--- src/rtl/spi_pkg.sv ---
// Shared SPI transfer definitions: the transfer state encoding and default
// geometry, reused by the acquisition sequencer and the bench.
package spi_pkg;

    localparam int SPI_DATA_WIDTH = 16;
    localparam int SPI_EXP_FACTOR = 6;

    typedef enum logic [1:0] {
        IDLE,
        SETUP,
        SHIFT,
        HOLD
    } spi_xfer_state_t;

endpackage

--- src/rtl/spi_xfer_ctrl_edge.sv ---
// SCLK phase generator: free-runs a phase counter while enabled and flags the
// clock edges on which SCLK is about to rise or fall.
module spi_edge_strobe
    import spi_pkg::*;
#(
    parameter int EXP_FACTOR = SPI_EXP_FACTOR
) (
    input  logic clock_i,
    input  logic reset_ni,
    input  logic en,
    output logic rise_stb,
    output logic fall_stb,
    output logic sclk
);

    localparam int HALF = 1 << (EXP_FACTOR - 1);
    localparam logic [EXP_FACTOR-1:0] PH_RISE = EXP_FACTOR'(HALF - 1);
    localparam logic [EXP_FACTOR-1:0] PH_FALL = '1;

    logic [EXP_FACTOR-1:0] ph;
    logic [EXP_FACTOR-1:0] ph_nxt;

    assign ph_nxt   = ph + EXP_FACTOR'(1);
    assign rise_stb = en && (ph == PH_RISE);
    assign fall_stb = en && (ph == PH_FALL);

    // SCLK is the counter MSB registered one step ahead, so it stays glitch-free
    // and is forced low the moment the enable drops.
    always_ff @(posedge clock_i or negedge reset_ni) begin
        if (!reset_ni) begin
            ph   <= '0;
            sclk <= 1'b0;
        end else if (en) begin
            ph   <= ph_nxt;
            sclk <= ph_nxt[EXP_FACTOR-1];
        end else begin
            ph   <= '0;
            sclk <= 1'b0;
        end
    end

endmodule

--- src/rtl/spi_xfer_ctrl.sv ---
// Single SPI mode-0 transfer sequencer: CS setup, bit-counted shift of one
// word out MSB-first while capturing the reply, CS hold, then a done pulse.
module spi_xfer_ctrl
    import spi_pkg::*;
#(
    parameter int DATA_WIDTH      = SPI_DATA_WIDTH,
    parameter int EXP_FACTOR      = SPI_EXP_FACTOR,
    parameter int CS_SETUP_CYCLES = 4,
    parameter int CS_HOLD_CYCLES  = 4
) (
    input  logic                  clock_i,
    input  logic                  reset_ni,
    input  logic                  start_i,
    input  logic [DATA_WIDTH-1:0] tx_data_i,
    output logic                  busy_o,
    output logic                  done_o,
    output logic [DATA_WIDTH-1:0] rx_data_o,
    output logic                  SCLK_o,
    output logic                  CSn_o,
    output logic                  MOSI_o,
    input  logic                  MISO_i
);

    localparam int CNT_MAX = (CS_SETUP_CYCLES > CS_HOLD_CYCLES) ? CS_SETUP_CYCLES : CS_HOLD_CYCLES;
    localparam int CW      = $clog2(CNT_MAX + 1);
    localparam int BW      = $clog2(DATA_WIDTH + 1);

    spi_xfer_state_t state, state_nxt;

    logic [CW-1:0]         cnt, cnt_nxt;
    logic [BW-1:0]         bit_cnt, bit_cnt_nxt;
    logic                  load_tx;
    logic                  finish;
    logic                  en;
    logic                  rise_stb;
    logic                  fall_stb;
    logic                  last_bit;
    logic [DATA_WIDTH-1:0] tx_sr, tx_shl;
    logic [DATA_WIDTH-1:0] rx_sr, rx_shl;

    assign en       = (state == SHIFT);
    assign last_bit = (int'(bit_cnt) == DATA_WIDTH - 1);

    spi_edge_strobe #(
        .EXP_FACTOR (EXP_FACTOR)
    ) u_edge (
        .clock_i  (clock_i),
        .reset_ni (reset_ni),
        .en       (en),
        .rise_stb (rise_stb),
        .fall_stb (fall_stb),
        .sclk     (SCLK_o)
    );

    always_ff @(posedge clock_i or negedge reset_ni) begin
        if (!reset_ni) begin
            state   <= IDLE;
            cnt     <= '0;
            bit_cnt <= '0;
        end else begin
            state   <= state_nxt;
            cnt     <= cnt_nxt;
            bit_cnt <= bit_cnt_nxt;
        end
    end

    always_comb begin
        state_nxt   = state;
        cnt_nxt     = cnt;
        bit_cnt_nxt = bit_cnt;
        load_tx     = 1'b0;
        finish      = 1'b0;
        case (state)
            IDLE: begin
                if (start_i) begin
                    load_tx     = 1'b1;
                    cnt_nxt     = '0;
                    bit_cnt_nxt = '0;
                    state_nxt   = SETUP;
                end
            end
            SETUP: begin
                if (int'(cnt) == CS_SETUP_CYCLES - 1) begin
                    cnt_nxt   = '0;
                    state_nxt = SHIFT;
                end else begin
                    cnt_nxt = cnt + CW'(1);
                end
            end
            SHIFT: begin
                if (fall_stb) begin
                    bit_cnt_nxt = bit_cnt + BW'(1);
                    if (last_bit) begin
                        state_nxt = HOLD;
                    end
                end
            end
            HOLD: begin
                if (int'(cnt) == CS_HOLD_CYCLES - 1) begin
                    cnt_nxt   = '0;
                    finish    = 1'b1;
                    state_nxt = IDLE;
                end else begin
                    cnt_nxt = cnt + CW'(1);
                end
            end
            default: state_nxt = IDLE;
        endcase
    end

    always_comb begin
        tx_shl    = tx_sr << 1;
        rx_shl    = rx_sr << 1;
        rx_shl[0] = MISO_i;
    end

    // Shift registers carry no reset: every bit is overwritten before it is used.
    always_ff @(posedge clock_i) begin
        if (load_tx) begin
            tx_sr <= tx_data_i;
        end else if (fall_stb) begin
            tx_sr <= tx_shl;
        end
        if (rise_stb) begin
            rx_sr <= rx_shl;
        end
    end

    // Pin-facing outputs are registered from next-state decode.
    always_ff @(posedge clock_i or negedge reset_ni) begin
        if (!reset_ni) begin
            busy_o    <= 1'b0;
            CSn_o     <= 1'b1;
            MOSI_o    <= 1'b0;
            done_o    <= 1'b0;
            rx_data_o <= '0;
        end else begin
            busy_o <= (state_nxt != IDLE);
            CSn_o  <= (state_nxt == IDLE);
            done_o <= finish;
            if (finish) begin
                rx_data_o <= rx_sr;
            end
            if (load_tx) begin
                MOSI_o <= tx_data_i[DATA_WIDTH-1];
            end else if (fall_stb) begin
                MOSI_o <= tx_shl[DATA_WIDTH-1];
            end
        end
    end

endmodule

--- config.mk ---
export PLATFORM = sky130hd
export DESIGN_NAME = spi_xfer_ctrl
export DESIGN_NICKNAME = d
export VERILOG_FILES = /design/src/rtl/spi_pkg.sv /design/src/rtl/spi_xfer_ctrl_edge.sv /design/src/rtl/spi_xfer_ctrl.sv
export SDC_FILE = /design/constraint.sdc
export NUM_CORES = 1
export LEC_CHECK = 0
export ABC_AREA = 0
export CAP_MARGIN = 20
export CORE_ASPECT_RATIO = 0.5
export CORE_MARGIN = 4
export CORE_UTILIZATION = 50
export CTS_CLUSTER_SIZE = 14
export DETAILED_ROUTE_END_ITERATION = 8
export DONT_BUFFER_PORTS = 1
export GPL_TIMING_DRIVEN = 0
export SLEW_MARGIN = 20
export SYNTH_ARGS = -nofsm -noshare
export SYNTH_HDL_FRONTEND = slang
export SYNTH_SLANG_ARGS = --single-unit
export TNS_END_PERCENT = 1
--- constraint.sdc ---
create_clock -name clock_i -period 4.8 [get_ports clock_i]
set_input_delay 0.48 -clock clock_i [delete_from_list [all_inputs] [get_ports clock_i]]
set_output_delay 0.48 -clock clock_i [all_outputs]
set_load 0.03 [all_outputs]
==> impl_results.md, run 1 <==
- Status: finished, final reports clean
- CP startpoint: state[0]
- Comb power frac: 17.5%
- Slew Viols, Final: 0
- Core area: between 5000 and 6000 µm²
- CTS tree: built
- Pre-antenna DRT Iters: 4
- Data arrival time of the worst path: between 2000 and 2500 ps
- Dpl cells: around 270
- Layout area overhead: 12.7%
- Drt drc: 0
- # rows: 18
- Worst slew pin tran: between 700 and 800 ps
- Sw frac: between 30% and 40%
- Clock root cell: clkbuf_8
- Hold Fails Final Rpt: 0
- Mapped Cells: about 200
- Largest net degree at the start of global routing: 37
- Startpoint Class: register
- Die W: 112 µm
- Clk_lat worst skew: 350 ps
- Net Switching: ~0.6 mW
- Syn_area_per_cell: between 10 and 15 µm²
- Critical Setup Path Class: register to register
- Sequential share of power: 55.6%
- PD cells: 577 nW/µm²
- Routability cong.: 0.728
- Async SR Flop Fraction: between 50% and 60%
- H-Tree Level Count: 3
- Final #Nets: 240
- Max VDD drop: 277 µV
- Top-Level Pins: 41
- Cts repair resizes: 0
- Die area: 6680 µm²
- Dominant synthesized flop cell: dfrtp_1
- I/O Buffers: 0
- Sequential share of the synthesized area: 68.2%
- Power Internal: 1.13 mW
- CTS Sinks: 67
- Initial antenna violation count: 0
- Max-cap viol count: 0
- Worst setup EP type: register
- Routed wire length: about 4400 µm
- CTS max path bufs: 2
- Grt total ovfl: 0
- Worst Min Path Start: MISO_i
- RSZ-0062 raised after global routing: no
- HPWL Detailed: between 2000 and 3000 µm
- Postcts setup bufs: 0
- Hold Crit Class: primary input to register
- Antenna diodes: 0
- CTS Buf Count: 9
- CP required: 4860 ps
- Slew HR: ~47%
- Final setup viols: 0
- Synth Net Count: ~230
- Met3 usage in global routing: 6.47%
- FF+latch count, synth: 67
- Worst Skew: 9.96 ps
- FMAX: about 440 MHz
- Clock share of power: roughly 27%
- Fin crit period: 2250 ps
- DRT antenna net count: 0
- Reg clk slew, reported paths: 70 ps
- Post-synth top area share: 34.7%
- Met1 usage: 18.6%
- Post-synth cell types: 39
- FF-to-FF Start: state[0]
- Share of cells above drive strength 1: 23.1%
- Total Routing Usage GR: 14.9%
- Vias per std cell: between 5 and 6
- CP Max Fanout: 10
- Chip Height: 59.8 µm
- Final Non-Filler Cells: 291
- Yosys top cell by area: edfxtp_1
- Area contributors post-synth: edfxtp_1 (35%), dfrtp_1 (33%), nand2_1 (6.8%)
- M2 GR Usage: 22.6%
- Fin crit share: 47.0%
- P_leak: 1.29 nW
- Setup TNS: 0 ps
- EDFF count, synth: 31
- Busiest grt layer: met2
- Initial Util: 53.0%
- Via count: 1,516
- First-pass GRT wire length: around 7400 µm
- Syn Std Cell Area: 2690 µm²
- Synthesis Warnings: 0
- Wire per inst: about 15 µm
- Initial drt markers: 60
- Hold buffer count at cts: 2
- Vias in the first global route: 1,505
## synth_stat cells, types with 2 or more instances
| master | number |
|---|---|
| nand3_1 | 3 |
| xor2_1 | 2 |
| clkbuf_1 | 2 |
| buf_2 | 2 |
| inv_1 | 8 |
| xnor2_1 | 2 |
| mux2_2 | 16 |
| a21oi_1 | 3 |
| dfrtp_1 | 35 |
| o31ai_1 | 2 |
| and3_1 | 2 |
| edfxtp_1 | 31 |
| nor2_1 | 8 |
| o21ai_0 | 5 |
| mux2i_1 | 2 |
| nand2b_1 | 2 |
| ha_1 | 4 |
| nor3_1 | 2 |
| buf_6 | 2 |
| nand2_1 | 49 |
## state kept, by name (all words and copies together) (netlist names)
| signal | cells |
|---|---|
| busy_o | 1 |
| done_o | 1 |
| CSn_o | 1 |
| state | 2 |
| cnt | 3 |
| MOSI_o | 1 |
| tx_sr | 15 |
| u_edge.ph | 6 |
| rx_sr | 16 |
| bit_cnt | 5 |
| rx_data_o | 16 |
## power by group through the flow
stage / clock network, mW / logic, mW / registers [mW]
floorplan: 0 / 0.245 / 0.965
global placement: 0 / 0.283 / 0.986
detailed placement: 0 / 0.301 / 0.989
CTS: 0.484 / 0.312 / 0.977
global route: 0.519 / 0.346 / 0.986
finish: 0.470 / 0.306 / 0.973
## metrics by stage
step           cell area [µm²]  hold WS [ps]  worst slack (ps)  utilization, %  power [mW]
3_5_place_dp              2800           185              2470            55.3        1.29
3_3_place_gp              2770           185              1630            54.7        1.27
5_1_grt                   3030           210              2370            59.8        1.85
4_1_cts                   3030           217              2480            59.8        1.77
6_report                  3030           234              2550            59.8        1.75
2_1_floorplan             2690           184              2350               -        1.21
## placed cells by master (no fill, tap or decap), types with 3 or more instances in the layout
master	synthesis	final
nand2_1	49	49
dfrtp_1	35	35
edfxtp_1	31	31
mux2_2	16	16
clkbuf_8	0	9
nor2_1	8	8
inv_1	8	8
o21ai_0	5	4
ha_1	4	4
buf_6	2	3
nand3_1	3	3
a21oi_1	3	3
## final cells by class
cell class	instances	area, µm²
Tap cell	70	87.6
Fill cell	418	2040
Inverter	8	30.0
Multi-Input combinational cell	120	792
Clock inverter	7	72.6
Sequential cell	67	1830
Buffer	6	40.0
Clock buffer	9	124
Timing Repair Buffer	4	48.8
## critical path, stage by stage (launching register included)
cell and delay [ps]:
dfrtp_1 430, clkbuf_1 240, nand2b_1 320, nor3_2 700, buf_4 290
## per-layer routing
metal  up-vias  routed length, µm
met2        41               1940
met4         0                 77
met3         9                325
met1       739               2090
li1        727                  -
met5         -                  0
## logic make-up after synthesis
group | synth area share, %
AO/OA/AOI/OAI | 3.63
XOR/XNOR | 1.30
adder cells (fa/ha/maj) | 1.86
buffers and inverters | 2.61
flip-flops | 68.2
multiplexers | 7.45
AND/OR/NAND/NOR | 14.9
## path summary, 6_finish.rpt
| path | end | cells past startpoint | slack (ps) |
|---|---|---|---|
| worst min-delay path | rx_sr[0] | 0 | 230 |
| max in group asynchronous | CSn_o | 2 | 3950 |
| worst max register to register | rx_sr[9] | 4 | 2550 |
| worst min register to register | rx_sr[2] | 0 | 450 |
| worst max-delay path | rx_sr[9] | 4 | 2550 |
| min in group asynchronous | rx_data_o[5] | 2 | 580 |
No activity file was read; power rests on OpenSTA's default activity.
==> run 2: changes to the inputs <==
==> constraint.sdc (replaced) <==
create_clock -name clock_i -period 2.1 [get_ports clock_i]
set_input_delay 0.21 -clock clock_i [delete_from_list [all_inputs] [get_ports clock_i]]
set_output_delay 0.21 -clock clock_i [all_outputs]
set_load 0.03 [all_outputs]
==> impl_results.md, run 2 (synthesis results as in run 1) <==
- Worst Skew: around 5.6 ps
- First-pass GRT wire length: 7500 µm
- Hold Fails Final Rpt: 0
- Vias per std cell: 5.22
- Slew HR: between 50% and 60%
- Final instance area: ~3100 µm²
- Die W: 112 µm
- Routability cong.: between 0.6 and 0.7
- Cts repair resizes: 0
- Routed wire length: 4520 µm
- Max-cap viol count: 0
- Worst setup EP type: register
- Status: finished, final reports clean
- Reg clk slew, reported paths: 70 ps
- Critical Setup Path Class: register to register
- Share of cells above drive strength 1: 21.6%
- Fin crit period: 1730 ps
- Antenna diodes: 0
- Fin util: between 60% and 70%
- Grt total ovfl: 0
- Delay of the slowest cell on the worst path: 370 ps
- # rows: 18
- CP required: 2150 ps
- Worst slew pin tran: 611 ps
- Commonest non-fill, non-tap cells in the layout: nand2_1 (49), dfrtp_1 (35), edfxtp_1 (31), mux2_2 (16), clkbuf_8 (9)
- Hold WS: approximately 27 ps
- FMAX: 579 MHz
- Hold Crit Class: primary input to register
- Startpoint Class: register
- Vias in the first global route: 1,546
- CTS Buf Count: 9
- RSZ-0062 raised after global routing: no
- HPWL Detailed: 2950 µm
- Layout area overhead: 14.8%
- PD cells: 1330 nW/µm²
- Slew Viols, Final: 0
- Max VDD drop: 751 µV
- Final setup viols: 0
- Die area: 6680 µm²
- Total Routing Usage GR: 15.3%
- Wire per inst: 15.5 µm
- I/O Buffers: 0
- P_leak: 1.30 nW
- Most common cell after layout, fill and taps aside: nand2_1
- Initial drt markers: 84
- Largest net degree at the start of global routing: 37
- Clock root cell: clkbuf_8
- Drt drc: 0
- Initial Util: 53.0%
- CTS max path bufs: 2
- Fin crit share: between 80% and 90%
- Slowest CP cell: dfrtp_1
- Clk_lat worst skew: 340 ps
- Data arrival time of the worst path: 1780 ps
- Chip Height: 59.8 µm
- CTS tree: built
- DRT antenna net count: 0
- Core area: just over 5000 µm²
- Top-Level Pins: 41
- Via count: 1,523
- H-Tree Level Count: 3
- CTS Sinks: 67
- Pre-antenna DRT Iters: 4
- Placed Area: 2800 µm²
- Initial antenna violation count: 0
- Final #Nets: 241
- CP Max Fanout: 12
- Worst-path cell chain: ha_1, nand4_4, o21ai_2, buf_6
- Top flop regs: rx_data_o: 16 flops, rx_sr: 16 flops, tx_sr: 15 flops
## run 2: cell types whose count changed in the layout (fill, tap and decap cells not counted), moves of 2 or more
cell / delta
inv_6: -2
clkbuf_16: +2
inv_4: -2
clkbuf_1: +2
## run 2: repair_timing
| action | in CTS | in global routing |
|---|---|---|
| hold buffers | 3 | 0 |
| endpoints found under the setup margin | 0 | 16 |
| buffers inserted | 0 | 1 |
| endpoints found under the hold margin | 37 | 0 |
## run 2: metrics by stage
stage	setup slack, ps	power, mW	std cells	TNS, ps
final	373	4.09	292	0
after CTS	29.7	4.15	291	0
after global routing	258	4.32	292	0
after global placement	-845	2.90	271	-18170
after floorplan	-258	2.77	201	-4060
after detailed placement	18.8	2.96	272	0
## run 2: power by group
part           total, mW  switching, mW  internal, mW  leakage (nW)
clock network       1.16          0.473         0.690         0.108
registers           2.22          0.525          1.70         0.738
logic              0.707          0.372         0.335         0.454
total               4.09           1.37          2.72          1.30
## run 2: worst paths after layout
check	end	from	slack, ps	cells after the start
setup reg to reg	tx_sr[2]	u_edge.ph[0]	370	4
max in group asynchronous	CSn_o	reset_ni	1520	2
hold / removal	MOSI_o	tx_data_i[15]	30	2
min in group asynchronous	rx_data_o[13]	reset_ni	330	2
setup / recovery	tx_sr[2]	u_edge.ph[0]	370	4
hold reg to reg	rx_sr[14]	rx_sr[13]	450	0
## run 2: area by class of cell
cell class | count | area (µm²)
Sequential cell | 67 | 1830
Tap cell | 70 | 87.6
Timing Repair Buffer | 5 | 71.3
Multi-Input combinational cell | 120 | 798
Buffer | 6 | 40.0
Clock buffer | 13 | 181
Inverter | 8 | 30.0
Clock inverter | 3 | 41.3
Fill cell | 404 | 1980
## run 2: routing by layer
metal	GRT usage (%)	up-vias	routed length (µm)	share of wire, %
li1	-	726	-	-
met1	18.3	745	2090	46
met2	23.9	43	2020	45
met3	6.88	9	340	7.5
met4	7.80	0	75	1.7
met5	0	-	0	0
## run 2: worst max-delay path, delay by kind of cell, from the launching register on
kind                       cells  cell delay [ps]
adders and majority gates      1              260
AOI/OAI and AO/OA              1              350
buffers and inverters          1              220
DFF                            1              370
and+or+nand+nor                1              230
==> run 3: changes to the inputs <==
==> constraint.sdc (replaced) <==
create_clock -name clock_i -period 1.8 [get_ports clock_i]
set_input_delay 0.18 -clock clock_i [delete_from_list [all_inputs] [get_ports clock_i]]
set_output_delay 0.18 -clock clock_i [all_outputs]
set_load 0.03 [all_outputs]
==> impl_results.md, run 3 (synthesis results as in run 1) <==
- Dpl cells: 271
- Critical Setup Path Class: register to register
- First-pass GRT wire length: 7610 µm
- Antenna diodes: 0
- Fin crit share: 92.6%
- Crit path buf inv count: 2
- Top flop regs: rx_data_o: 16 flops, rx_sr: 16 flops, tx_sr: 15 flops
- CTS tree: built
- Vias per std cell: 5.18
- Hold Path Sink: tx_sr[2]
- Die area: 6680 µm²
- Slew HR: 60.6%
- Hold Crit Class: primary input to register
- Met1 usage: 18.5%
- Worst slew pin tran: approximately 590 ps
- Total Routing Usage GR: 15.2%
- Most common cell after layout, fill and taps aside: nand2_1
- Hold WS: 19.7 ps
- Hold Crit Depth: 2
- Worst path depth: 4
- M2 GR Usage: about a quarter
- Worst Min Path Start: tx_data_i[2]
- Initial antenna violation count: 0
- Reg clk slew, reported paths: 80 ps
- Worst-path cell chain: clkbuf_1, nand2b_1, nor3_4, buf_12
- Reg2Reg Capture Point: rx_sr[2]
- Worst reg-to-reg path cell count: 4
- RSZ-0062 raised after global routing: no
- Initial Util: 53.0%
- Startpoint Class: register
- Slew Viols, Final: 0
- Hold Fails Final Rpt: 0
- PD cells: 1520 nW/µm²
- Share of cells above drive strength 1: about 22%
- Power Internal: ~3.2 mW
- Met3 usage in global routing: 8.19%
- Routed wire length: 4480 µm
- Clock root cell: clkbuf_8
- Top-Level Pins: 41
- Final #Nets: around 250
- # rows: 18
- Routability cong.: 0.685
- Max VDD drop: approximately 760 µV
- Data arrival time of the worst path: 1720 ps
- Commonest non-fill, non-tap cells in the layout: nand2_1 (49), dfrtp_1 (35), edfxtp_1 (31), mux2_2 (16), dlygate4sd3_1 (10)
- DRT antenna net count: 0
- Clk_lat worst skew: 340 ps
- Clock share of power: 28.6%
- FF-to-FF Start: state[0]
- Fillcell total: 400
- Reg2reg setup slack: 130 ps
- Net Switching: 1.65 mW
- Busiest grt layer: met2
- P_leak: 1.34 nW
- Status: finished, final reports clean
- Via count: 1,553
- CTS max path bufs: 2
- Die W: between 100 and 150 µm
- Sequential share of power: 53.7%
- Drt drc: 0
- CTS Buf Count: 9
- Sw frac: roughly a third
- Pre-antenna DRT Iters: 4
- Largest net degree at the start of global routing: 37
- Worst setup EP type: register
- FMAX: 600 MHz
- Chip Height: 59.8 µm
- Final setup viols: 0
- Wire per inst: 14.9 µm
- Initial drt markers: roughly 70
- Grt total ovfl: 0
- Vias in the first global route: 1,584
- H-Tree Level Count: 3
- Max-cap viol count: 0
- Worst Skew: 5.12 ps
- Layout area overhead: 18.4%
- Setup TNS: 0 ps
- I/O Buffers: 0
- HPWL Detailed: approximately 2800 µm
- Comb power frac: 17.7%
- CP required: 1850 ps
- CP delay by family, top: simple AND/OR/NAND/NOR gates
- Delay of the slowest cell on the worst path: between 400 and 500 ps
- Fin crit period: 1670 ps
- CP Max Fanout: 16
- Slowest CP cell: dfrtp_1
- Core area: between 5000 and 6000 µm²
- CTS Sinks: 67
- Final Non-Filler Cells: 300
## run 3: timing repair
action                                  in CTS  in global routing
endpoints found under the hold margin       44                  1
endpoints found under the setup margin      32                 16
resized for setup                            1                  0
pin swaps                                    1                  1
hold buffers                                10                  1
setup buffers                                1                  1
## run 3: metrics by stage
| stage | utilization [%] | area (µm²) | power [mW] | setup slack (ps) |
|---|---|---|---|---|
| 3_3_place_gp | 55.0 | 2790 | 3.39 | -549 |
| 2_1_floorplan | - | 2700 | 3.23 | -150 |
| 6_report | 62.8 | 3180 | 4.83 | 133 |
| 5_1_grt | 62.8 | 3180 | 5.12 | 1.86 |
| 4_1_cts | 62.2 | 3150 | 4.87 | 5.43 |
| 3_5_place_dp | 55.0 | 2790 | 3.43 | -286 |
## run 3: power by group through the flow
stage | combinational, mW | sequential (mW) | clock (mW)
6_report | 0.855 | 2.59 | 1.38
4_1_cts | 0.839 | 2.60 | 1.42
3_3_place_gp | 0.762 | 2.63 | 0
5_1_grt | 0.972 | 2.64 | 1.51
3_5_place_dp | 0.795 | 2.64 | 0
2_1_floorplan | 0.661 | 2.57 | 0
## run 3: worst register-to-register path, stage by stage, from the launching register on
cell	delay, ps
dfrtp_1	430
clkbuf_1	240
nand2b_1	330
nor3_4	200
buf_12	180
## run 3: worst max path at each step
stage	from	to	slack, ps
after CTS	u_edge.ph[0]	tx_sr[10]	5
after global routing	state[1]	tx_sr[8]	2
final	state[0]	rx_sr[2]	130
after floorplan	u_edge.ph[0]	tx_sr[0]	-150
after detailed placement	state[0]	rx_sr[5]	-290
after global placement	u_edge.ph[0]	tx_sr[0]	-550
## run 3: layer usage
metal / part of all wire [%] / vias to the layer above
met3: 7.3 / 9
li1: - / 741
met4: 1.3 / 0
met2: 45 / 43
met5: 0 / -
met1: 47 / 760
## run 3: final cells by class
class	count	area, µm²	area share [%]
inverter	8	30.0	0.944
sequential	67	1830	57.6
timing repair buffer	13	160	5.03
clock buffer	9	124	3.89
tap	70	87.6	2.75
buffer	6	40.0	1.26
clock inverter	7	101	3.19
multi-input combinational	120	806	25.3
